===== src/rtl/uart_rx_fifo_if.sv =====
// Receive-side FIFO head interface for uart_rx_fifo.
// master: the receiver drives the head word (dataOut, parityErr, framingErr),
//         valid and the occupancy level, and samples the consumer's ready.
// slave : the consumer samples the head word and drives ready to pop.
interface uart_rx_fifo_if #(
  parameter int DEPTH = 8
);
  localparam int LVL_W = $clog2(DEPTH) + 1;

  logic [7:0]       dataOut;
  logic             parityErr;
  logic             framingErr;
  logic             valid;
  logic             ready;
  logic [LVL_W-1:0] level;

  modport master (
    output dataOut, parityErr, framingErr, valid, level,
    input  ready
  );

  modport slave (
    input  dataOut, parityErr, framingErr, valid, level,
    output ready
  );
endinterface


===== src/rtl/uart_rx_fifo.sv =====
// UART receiver with a show-ahead receive FIFO, break and line-silence detection.
// Ports:
//   clk, rst_n        clock, asynchronous active-low reset
//   rx                asynchronous serial input (idles high)
//   dataBits          data bits per character: 0..3 -> 5..8
//   hasParity         parity bit present
//   parityMode        0=even 1=odd 2=mark 3=space
//   extraStopBit      1 = two stop bits
//   clockDivisor      clocks per bit (>= 4)
//   silenceBits       idle bit-times before silence asserts, 0 disables
//   fifoIf            FIFO head: dataOut/parityErr/framingErr/valid/level out, ready in
//   overflow          sticky dropped-character flag, cleared by overflowClr
//   breakPulse        one-cycle pulse when a break is detected
//   silence           line has been idle for silenceBits bit-times
module uart_rx_fifo #(
  parameter int DIV_W = 24,
  parameter int DEPTH = 8,
  parameter int SIL_W = 8
) (
  input  logic             clk,
  input  logic             rst_n,
  input  logic             rx,
  input  logic [1:0]       dataBits,
  input  logic             hasParity,
  input  logic [1:0]       parityMode,
  input  logic             extraStopBit,
  input  logic [DIV_W-1:0] clockDivisor,
  input  logic [SIL_W-1:0] silenceBits,
  uart_rx_fifo_if.master   fifoIf,
  output logic             overflow,
  input  logic             overflowClr,
  output logic             breakPulse,
  output logic             silence
);
  localparam int AW    = $clog2(DEPTH);
  localparam int LVL_W = AW + 1;

  typedef enum logic [2:0] {IDLE, START, DATA, PARITY, STOP, BRKWAIT} stateT;

  stateT            state, stateNext;
  logic             rxMeta, rxs, rxPrev;
  logic [DIV_W-1:0] bitCnt;
  logic [2:0]       bitIdx;
  logic [7:0]       dataReg;
  logic             parBit, parErr, frmErr, stopIdx;
  logic             tick, lastData, parExp, brkCond;
  logic             doPush, doBreak;
  logic             pushReq;
  logic [9:0]       pushWord;

  // ---------------- synchronizer ----------------
  always_ff @(posedge clk or negedge rst_n) begin
    if (!rst_n) begin
      rxMeta <= 1'b1;
      rxs    <= 1'b1;
      rxPrev <= 1'b1;
    end else begin
      rxMeta <= rx;
      rxs    <= rxMeta;
      rxPrev <= rxs;
    end
  end

  assign tick     = (bitCnt == '0);
  assign lastData = (bitIdx == (3'd4 + {1'b0, dataBits}));
  // Unused upper data bits are held at zero, so a full-width XOR is correct.
  always_comb begin
    parExp = 1'b0;
    case (parityMode)
      2'd0:    parExp = ^dataReg;
      2'd1:    parExp = ~^dataReg;
      2'd2:    parExp = 1'b1;
      default: parExp = 1'b0;
    endcase
  end
  assign brkCond = !rxs && (dataReg == '0) && !(hasParity && parBit);

  // ---------------- FSM ----------------
  always_ff @(posedge clk or negedge rst_n) begin
    if (!rst_n) state <= IDLE;
    else        state <= stateNext;
  end

  always_comb begin
    stateNext = state;
    doPush    = 1'b0;
    doBreak   = 1'b0;
    case (state)
      IDLE:    if (rxPrev && !rxs) stateNext = START;
      START:   if (tick) stateNext = rxs ? IDLE : DATA;
      DATA:    if (tick && lastData) stateNext = hasParity ? PARITY : STOP;
      PARITY:  if (tick) stateNext = STOP;
      STOP: begin
        if (tick) begin
          if (!stopIdx && brkCond) begin
            doBreak   = 1'b1;
            stateNext = BRKWAIT;
          end else if (stopIdx || !extraStopBit) begin
            doPush    = 1'b1;
            stateNext = IDLE;
          end
        end
      end
      BRKWAIT: if (rxs) stateNext = IDLE;
      default: stateNext = IDLE;
    endcase
  end

  // ---------------- receive datapath ----------------
  always_ff @(posedge clk or negedge rst_n) begin
    if (!rst_n) begin
      bitCnt     <= '0;
      bitIdx     <= '0;
      dataReg    <= '0;
      parBit     <= 1'b0;
      parErr     <= 1'b0;
      frmErr     <= 1'b0;
      stopIdx    <= 1'b0;
      pushReq    <= 1'b0;
      pushWord   <= '0;
      breakPulse <= 1'b0;
    end else begin
      pushReq    <= doPush;
      breakPulse <= doBreak;
      // The last stop sample is folded into the framing flag as it is pushed.
      if (doPush) pushWord <= {frmErr | ~rxs, parErr, dataReg};

      if (state == IDLE) begin
        bitIdx  <= '0;
        dataReg <= '0;
        parBit  <= 1'b0;
        parErr  <= 1'b0;
        frmErr  <= 1'b0;
        stopIdx <= 1'b0;
        if (rxPrev && !rxs) bitCnt <= clockDivisor >> 1;
      end else if (state != BRKWAIT) begin
        bitCnt <= tick ? clockDivisor - DIV_W'(1) : bitCnt - DIV_W'(1);
        if (tick) begin
          case (state)
            DATA: begin
              dataReg[bitIdx] <= rxs;
              bitIdx          <= bitIdx + 3'd1;
            end
            PARITY: begin
              parBit <= rxs;
              parErr <= (rxs != parExp);
            end
            STOP: begin
              stopIdx <= 1'b1;
              if (!rxs) frmErr <= 1'b1;
            end
            default: ;
          endcase
        end
      end
    end
  end

  // ---------------- silence detection ----------------
  logic [DIV_W-1:0] bitTimer;
  logic [SIL_W-1:0] silCnt;

  always_ff @(posedge clk or negedge rst_n) begin
    if (!rst_n) begin
      bitTimer <= '0;
      silCnt   <= '0;
    end else if (state != IDLE || !rxs || silenceBits == '0) begin
      bitTimer <= '0;
      silCnt   <= '0;
    end else if (bitTimer >= clockDivisor - DIV_W'(1)) begin
      bitTimer <= '0;
      if (silCnt < silenceBits) silCnt <= silCnt + SIL_W'(1);
    end else begin
      bitTimer <= bitTimer + DIV_W'(1);
    end
  end

  assign silence = (silenceBits != '0) && (silCnt >= silenceBits);

  // ---------------- FIFO ----------------
  logic [9:0]       mem [DEPTH];
  logic [AW-1:0]    wrPtr, rdPtr;
  logic [LVL_W-1:0] count;
  logic             validInt, full, pop, wrEn;
  logic [9:0]       headWord;

  assign validInt = (count != '0);
  assign full     = (count == LVL_W'(DEPTH));
  assign pop      = validInt && fifoIf.ready;
  // When full, a simultaneous pop frees the slot being written.
  assign wrEn     = pushReq && (!full || pop);

  always_ff @(posedge clk) begin
    if (wrEn) mem[wrPtr] <= pushWord;
  end

  always_ff @(posedge clk or negedge rst_n) begin
    if (!rst_n) begin
      wrPtr    <= '0;
      rdPtr    <= '0;
      count    <= '0;
      overflow <= 1'b0;
    end else begin
      if (wrEn) wrPtr <= wrPtr + AW'(1);
      if (pop)  rdPtr <= rdPtr + AW'(1);
      count <= count + LVL_W'(wrEn) - LVL_W'(pop);
      if (pushReq && full && !pop) overflow <= 1'b1;
      else if (overflowClr)        overflow <= 1'b0;
    end
  end

  assign headWord          = mem[rdPtr];
  assign fifoIf.valid      = validInt;
  assign fifoIf.level      = count;
  assign fifoIf.dataOut    = validInt ? headWord[7:0] : '0;
  assign fifoIf.parityErr  = validInt & headWord[8];
  assign fifoIf.framingErr = validInt & headWord[9];
endmodule


===== src/flat_wrapper.sv =====
// flat-port wrapper written by rule: the top's interface ports become plain ports
module uart_rx_fifo_flat 
#(
  parameter int DIV_W = 24,
  parameter int DEPTH = 8,
  parameter int SIL_W = 8
)
  (clk, rst_n, rx, dataBits, hasParity, parityMode, extraStopBit, clockDivisor, silenceBits, overflow, overflowClr, breakPulse, silence, fifoIf_dataOut, fifoIf_parityErr, fifoIf_framingErr, fifoIf_valid, fifoIf_level, fifoIf_ready);
  uart_rx_fifo_if #(.DEPTH(DEPTH)) fifoIf_i ();
  input  logic clk;
  input  logic rst_n;
  input  logic rx;
  input  logic [1:0] dataBits;
  input  logic hasParity;
  input  logic [1:0] parityMode;
  input  logic extraStopBit;
  input  logic [DIV_W-1:0] clockDivisor;
  input  logic [SIL_W-1:0] silenceBits;
  output logic overflow;
  input  logic overflowClr;
  output logic breakPulse;
  output logic silence;
  output wire logic [$bits(fifoIf_i.dataOut)-1:0] fifoIf_dataOut;
  output wire logic [$bits(fifoIf_i.parityErr)-1:0] fifoIf_parityErr;
  output wire logic [$bits(fifoIf_i.framingErr)-1:0] fifoIf_framingErr;
  output wire logic [$bits(fifoIf_i.valid)-1:0] fifoIf_valid;
  output wire logic [$bits(fifoIf_i.level)-1:0] fifoIf_level;
  input wire logic [$bits(fifoIf_i.ready)-1:0] fifoIf_ready;
  assign fifoIf_dataOut = fifoIf_i.dataOut;
  assign fifoIf_parityErr = fifoIf_i.parityErr;
  assign fifoIf_framingErr = fifoIf_i.framingErr;
  assign fifoIf_valid = fifoIf_i.valid;
  assign fifoIf_level = fifoIf_i.level;
  assign fifoIf_i.ready = fifoIf_ready;
  uart_rx_fifo #(.DIV_W(DIV_W), .DEPTH(DEPTH), .SIL_W(SIL_W)) u_core (.clk(clk), .rst_n(rst_n), .rx(rx), .dataBits(dataBits), .hasParity(hasParity), .parityMode(parityMode), .extraStopBit(extraStopBit), .clockDivisor(clockDivisor), .silenceBits(silenceBits), .fifoIf(fifoIf_i), .overflow(overflow), .overflowClr(overflowClr), .breakPulse(breakPulse), .silence(silence));
endmodule

===== config.mk =====
export PLATFORM = sky130hd
export DESIGN_NAME = uart_rx_fifo_flat
export DESIGN_NICKNAME = d
export VERILOG_FILES = /design/src/rtl/uart_rx_fifo_if.sv /design/src/rtl/uart_rx_fifo.sv /design/src/flat_wrapper.sv
export SDC_FILE = /design/constraint.sdc
export NUM_CORES = 1
export LEC_CHECK = 0
export ABC_CLOCK_PERIOD_IN_PS = 3930
export BUFFER_PORTS_ARGS = -buffer_cell sky130_fd_sc_hd__buf_2
export CORE_UTILIZATION = 63
export CTS_BUF_LIST = sky130_fd_sc_hd__clkbuf_2
export CTS_CLUSTER_DIAMETER = 120
export DETAILED_ROUTE_END_ITERATION = 16
export GPL_TIMING_DRIVEN = 0
export PLACE_DENSITY = 0.82
export SLEW_MARGIN = 20
export SYNTH_ARGS = -nofsm -noshare
export SYNTH_HDL_FRONTEND = slang
export SYNTH_SLANG_ARGS = --single-unit

===== constraint.sdc =====
create_clock -name clk -period 3.93 [get_ports clk]
set_input_delay 0.1965 -clock clk [delete_from_list [all_inputs] [get_ports clk]]
set_output_delay 0.1965 -clock clk [all_outputs]
set_load 0.05 [all_outputs]

## After elaboration in Yosys (flattened, before gate mapping)

Memories as Yosys holds them, arrays and structs flattened.
Index checks and enable logic that the tools add are counted.

- Bits in registers: 100
- Bits in latches: 0
- Bits in writable memories: 80
- ROM bits: 0
- Bits of input ports: 43
- Output and inout bits: 18
- Memories: 1

- $add $sub $neg: 10
- Multiply operators: 0
- Divide/modulo/power cells: 0
- Magnitude comparators: 5
- Equal/unequal tests: 19
- Shifts and indexed selects: 0
- Mux-type cells: 61
- Bitwise gates (word level): 4
- Reductions and logical operators: 47

Memories:

| name | depth | bits a word | rd ports | clocked after Yosys merged registers in | wr ports | line | text |
|---|---|---|---|---|---|---|---|
| u_core.mem | 8 | 10 | 1 | 0 | 1 | uart_rx_fifo.sv:181 | `logic [9:0] mem [DEPTH];` |

Operators with widths:

| cell | number |
|---|---|
| $mux 24 | 6 |
| $mux 8 | 8 |
| $sub 24x1->24 const B | 2 |
| $mux 3 | 13 |
| $mux 1 | 29 |
| $add 24x1->24 const B | 1 |
| $ge 24x24->1 | 1 |
| $logic_not 24->1 | 1 |
| $pmux 3 s6 | 1 |
| $logic_not 8->1 | 2 |
| $reduce_bool 2->1 | 8 |
| $logic_and 1x1->1 | 12 |
| $ne 2x1->1 const B | 6 |
| $add 3x1->3 const B | 3 |
| $reduce_and 3->1 | 3 |
| $add 8x1->8 const B | 1 |
| $bwmux 8 | 1 |
| $ge 8x8->1 | 1 |
| $lt 8x8->1 | 1 |
| $reduce_bool 8->1 | 1 |
| $reduce_xnor 8->1 | 1 |
| $reduce_xor 8->1 | 1 |
| $reduce_and 7->1 | 1 |
| $eq 3x2->1 const B | 2 |
| 29 further kinds | 40 |

## Depth between registers and ports, before layout

- Depth in word-level cells: 9
- Depth in mapped cells: 14
- Mapped depth without buffers: 12

## Worst setup path before layout

OpenSTA, ideal clock, no wires.

- Path kind: input to register
- Start point: in clockDivisor[17]
- End point: reg u_core.bitTimer[14]
- Library setup time: 0.132 ns
- Data arrival time: 3.086 ns
- Required time: 3.798 ns
- Path slack: 0.712 ns
- Stages: 12
- Buffers on the path: 2
- Cells stage by stage: or4_1 -> or4_1 -> nor3_1 -> nor3b_1 -> xnor2_1 -> ha_1 -> nand4_1 -> a311o_1 -> clkbuf_1 -> nand2_1 -> clkbuf_1 -> nor2_1

- Cells in the longest elaborated chain, start to end: 4

RTL lines:

| element | line | text |
|---|---|---|
| start: declaration | flat_wrapper.sv:17 | `input logic [DIV_W-1:0] clockDivisor;` |
| $sub 24x1->24 | uart_rx_fifo.sv:170 | `end else if (bitTimer >= clockDivisor - DIV_W'(1)) begin` |
| $ge 24x24->1 | uart_rx_fifo.sv:170 |  |
| $mux 24 | uart_rx_fifo.sv:170 |  |
| $mux 24 | uart_rx_fifo.sv:167 | `end else if (state != IDLE \|\| !rxs \|\| silenceBits == '0) begin` |
| end signal: assignment | uart_rx_fifo.sv:174 | `bitTimer <= bitTimer + DIV_W'(1);` |
| end: declaration | uart_rx_fifo.sv:160 | `logic [DIV_W-1:0] bitTimer;` |

Every way passes these cells.
A chain may end at the register's enable or synchronous reset.

## Worst setup path in the final report

- Start point: in clockDivisor[5]
- End point: reg u_core.bitTimer[13]

Same word-level chain as after synthesis.

==> results.cfg <==
[job]
drv_cap = 0

[floorplan]
dieWidth_um = 127.1
die_h_um = 127.1
rows = 45
io_pins = 61
dieArea_sq_um = 16150
start_util_pct = 64.60
core_sq_um = 15260

[placed_design]
gp_congestion = 0.9410
dpl.hpwl_um = 16070
io_buffers = 60

[layout]
final_core_util_pct = 73.35
syn_to_final_growth_pct = 13.54
drive_gt1_share_pct = 15.19
nNetsFinal = 1127

[grt]
grt_pass1_wl_um = 36020
grt_max_degree = 72
overflow = 0
grt_use_met3_pct = 6.323
grt_use_met1_pct = 36.29
grt_use_met2_pct = 48.71
grt_use_total_pct = 29.02
grt.busiest_layer = met2
grt_pass1_vias = 7360
grt_antenna_before_repair = 1

[sta]
clock_skew_ns = 0.04171
final_max_slew_viol_count = 0
fmax_mhz = 268.6
holdWs_ns = 0.1165
slew_headroom_pct = 36.59
setup_viol = 0
hold_viol = 0
post-route-period-util_pct = 94.74
tightest_slew_ns = 0.9439
rsz0062_at_grt = false
min_period_ns = 3.723

[yosys]
syn-cell-area_sq_um = 9857
synth_cell_types = 66
synth_commonest_cells = 97 x dfrtp_1, 84 x nor2_1, 80 x edfxtp_1
synth_top_area_share_pct = 24.63
synth.most_common_cell = dfrtp_1
synth_compound_area_share_pct = 9.457
syn-num-nets = 999
synth_ff_type = dfrtp_1
ys_seq_elements = 180
synth_largest_area_cell = dfrtp_1
yosysWarnings = 0
synth-xor-area-share_pct = 5.776
netlist_instances = 906
synthTopCellsByArea = dfrtp_1 25%, edfxtp_1 24%, ha_1 6.2%, mux4_2 4.6%, xnor2_1 3.6%
synth_edf_count = 80
synth_area_per_cell_sq_um = 10.88
synthAdderAreaFrac_pct = 6.423
yosys.area_share.simple_pct = 16.73
yosys-mux-area-fraction_pct = 8.073
synth_top_family_by_area = simple AND/OR/NAND/NOR gates
ys_seq_area_share_pct = 49.80
synth_async_sr_flop_share_pct = 55.56

[pwr]
max-vdd-ir-drop_v = 0.0002767
cellLeakagePower_nw = 4.480
finalPower_mw = 5.780
power_density_nw_per_um2 = 516.4

[setup_path]
crit_type = input pin to flip-flop
required_ns = 4.62
critPathCaptureType = flip-flop
crit_path_start_kind = input pin
critPathArrivalTime_ns = 4.41
path_max_fanout = 10

[clock_network]
clkTransAtPathRegs_ns = 0.25
cts_sinks = 180
clock_latency_ns = 0.79
cts_buffer_depth = 2
cts_tree = built
clock-root-buffer = clkbuf_2
htreeDepth = 4
cts_setup_buffers = 0
cts-buffers-inserted = 17

[hold_path]
min_path_type = input pin to flip-flop

[routing]
via_per_inst = 6.025
drtIter0Drc = 677
drt_wl_total_um = 22380
drt_pass1_iterations = 5
wl_per_cell_um = 17.78
antenna_left = 0
drc = 0
vias = 7585

[run_status]
outcome = finished clean
what timing repair did:
item / in CTS / in global routing
hold endpoints to repair: 138 / 0
hold buffers: 48 / 0
setup endpoints to repair: 0 / 23
gates resized for setup: 0 / 5
path summary, 6_finish.rpt:
kind / from / endpoint / slack [ns] / cells after the start
hold / removal: clockDivisor[0] / u_core.bitCnt[1] / 0.12 / 6
min in group asynchronous: rst_n / u_core.bitTimer[6] / 0.43 / 4
max in group asynchronous: rst_n / u_core.rxMeta / 3.08 / 4
setup / recovery: clockDivisor[5] / u_core.bitTimer[13] / 0.21 / 15
setup reg to reg: u_core.bitCnt[0] / u_core.bitCnt[7] / 0.31 / 11
hold reg to reg: u_core.rxMeta / u_core.rxs / 0.37 / 0
power breakdown:
group | switching (mW) | leakage, nW | total (mW) | internal [mW]
sequential | 0.216 | 2.06 | 2.36 | 2.14
clock | 0.699 | 0.132 | 0.893 | 0.195
combinational | 1.51 | 2.29 | 2.53 | 1.01
total | 2.43 | 4.48 | 5.78 | 3.35
stage by stage:
stage          TNS, ns  std cells  cell area [sq um]  setup WS (ns)
6_report             0       1259              11190         0.2068
3_5_place_dp    -3.127       1178              10470        -0.1747
4_1_cts              0       1258              11180        0.07036
3_3_place_gp    -2.764       1177              10420        -0.1528
5_1_grt              0       1259              11190       0.002500
2_1_floorplan        0        906               9857         0.7120
critical path, cell delays in order:
cell and delay, ns:
dlygate4sd3_1 0.57, buf_2 0.17, nor4_2 0.43, nand3_1 0.31, nor4_1 0.31, xnor2_1 0.20, ha_1 0.33, nand4_1 0.15
nor3_1 0.28, o311ai_0 0.26, a311o_1 0.41, clkbuf_1 0.22, nand2_1 0.22, clkbuf_2 0.26, nor2_1 0.08
placed cells by master (no fill, tap or decap), types with 40 or more instances in the layout:
master         Yosys  final
a21oi_1           40     40
buf_2              7     66
dfrtp_1           97     97
dlygate4sd3_1      0     47
edfxtp_1          80     80
ha_1              49     49
inv_1             49     49
nand2_1           67     67
nand3_1           44     44
nor2_1            84     84
xnor2_1           40     40
sequential cells by signal (all words and copies together), names as in the netlist, 3 cells and up:
| signal | cells |
|---|---|
| u_core.rdPtr | 3 |
| u_core.bitCnt | 24 |
| u_core.silCnt | 8 |
| u_core.state | 3 |
| u_core.mem | 80 |
| u_core.dataReg | 8 |
| u_core.bitIdx | 3 |
| u_core.fifoIf.level | 4 |
| u_core.bitTimer | 24 |
| u_core.wrPtr | 3 |
| u_core.pushWord | 10 |
kinds of logic (layout without fill, tap and decap cells):
kind of cell / count (synthesis) / after routing
and+or+nand+nor: 326 / 326
DFF: 180 / 180
AOI/OAI and AO/OA: 143 / 143
buffers and inverters: 89 / 230
xor gates and xnor gates: 65 / 65
muxes: 53 / 53
adders and majority gates: 50 / 50
other: 0 / 1
layer usage:
layer	vias up	share of wire, %
met5	-	0
met4	0	2.6
met3	52	6.9
met2	323	50
met1	3631	40
li1	3579	-
area by class of cell:
cell class | instances | area, sq um
Antenna cell | 1 | 2.502
Clock buffer | 17 | 85.08
Inverter | 49 | 183.9
Timing Repair Buffer | 109 | 824.5
Fill cell | 1061 | 4066
Buffer | 40 | 187.7
Sequential cell | 180 | 4908
Tap cell | 211 | 264.0
Clock inverter | 15 | 140.1
Multi-Input combinational cell | 637 | 4596
(Power assumes the default switching activity.)
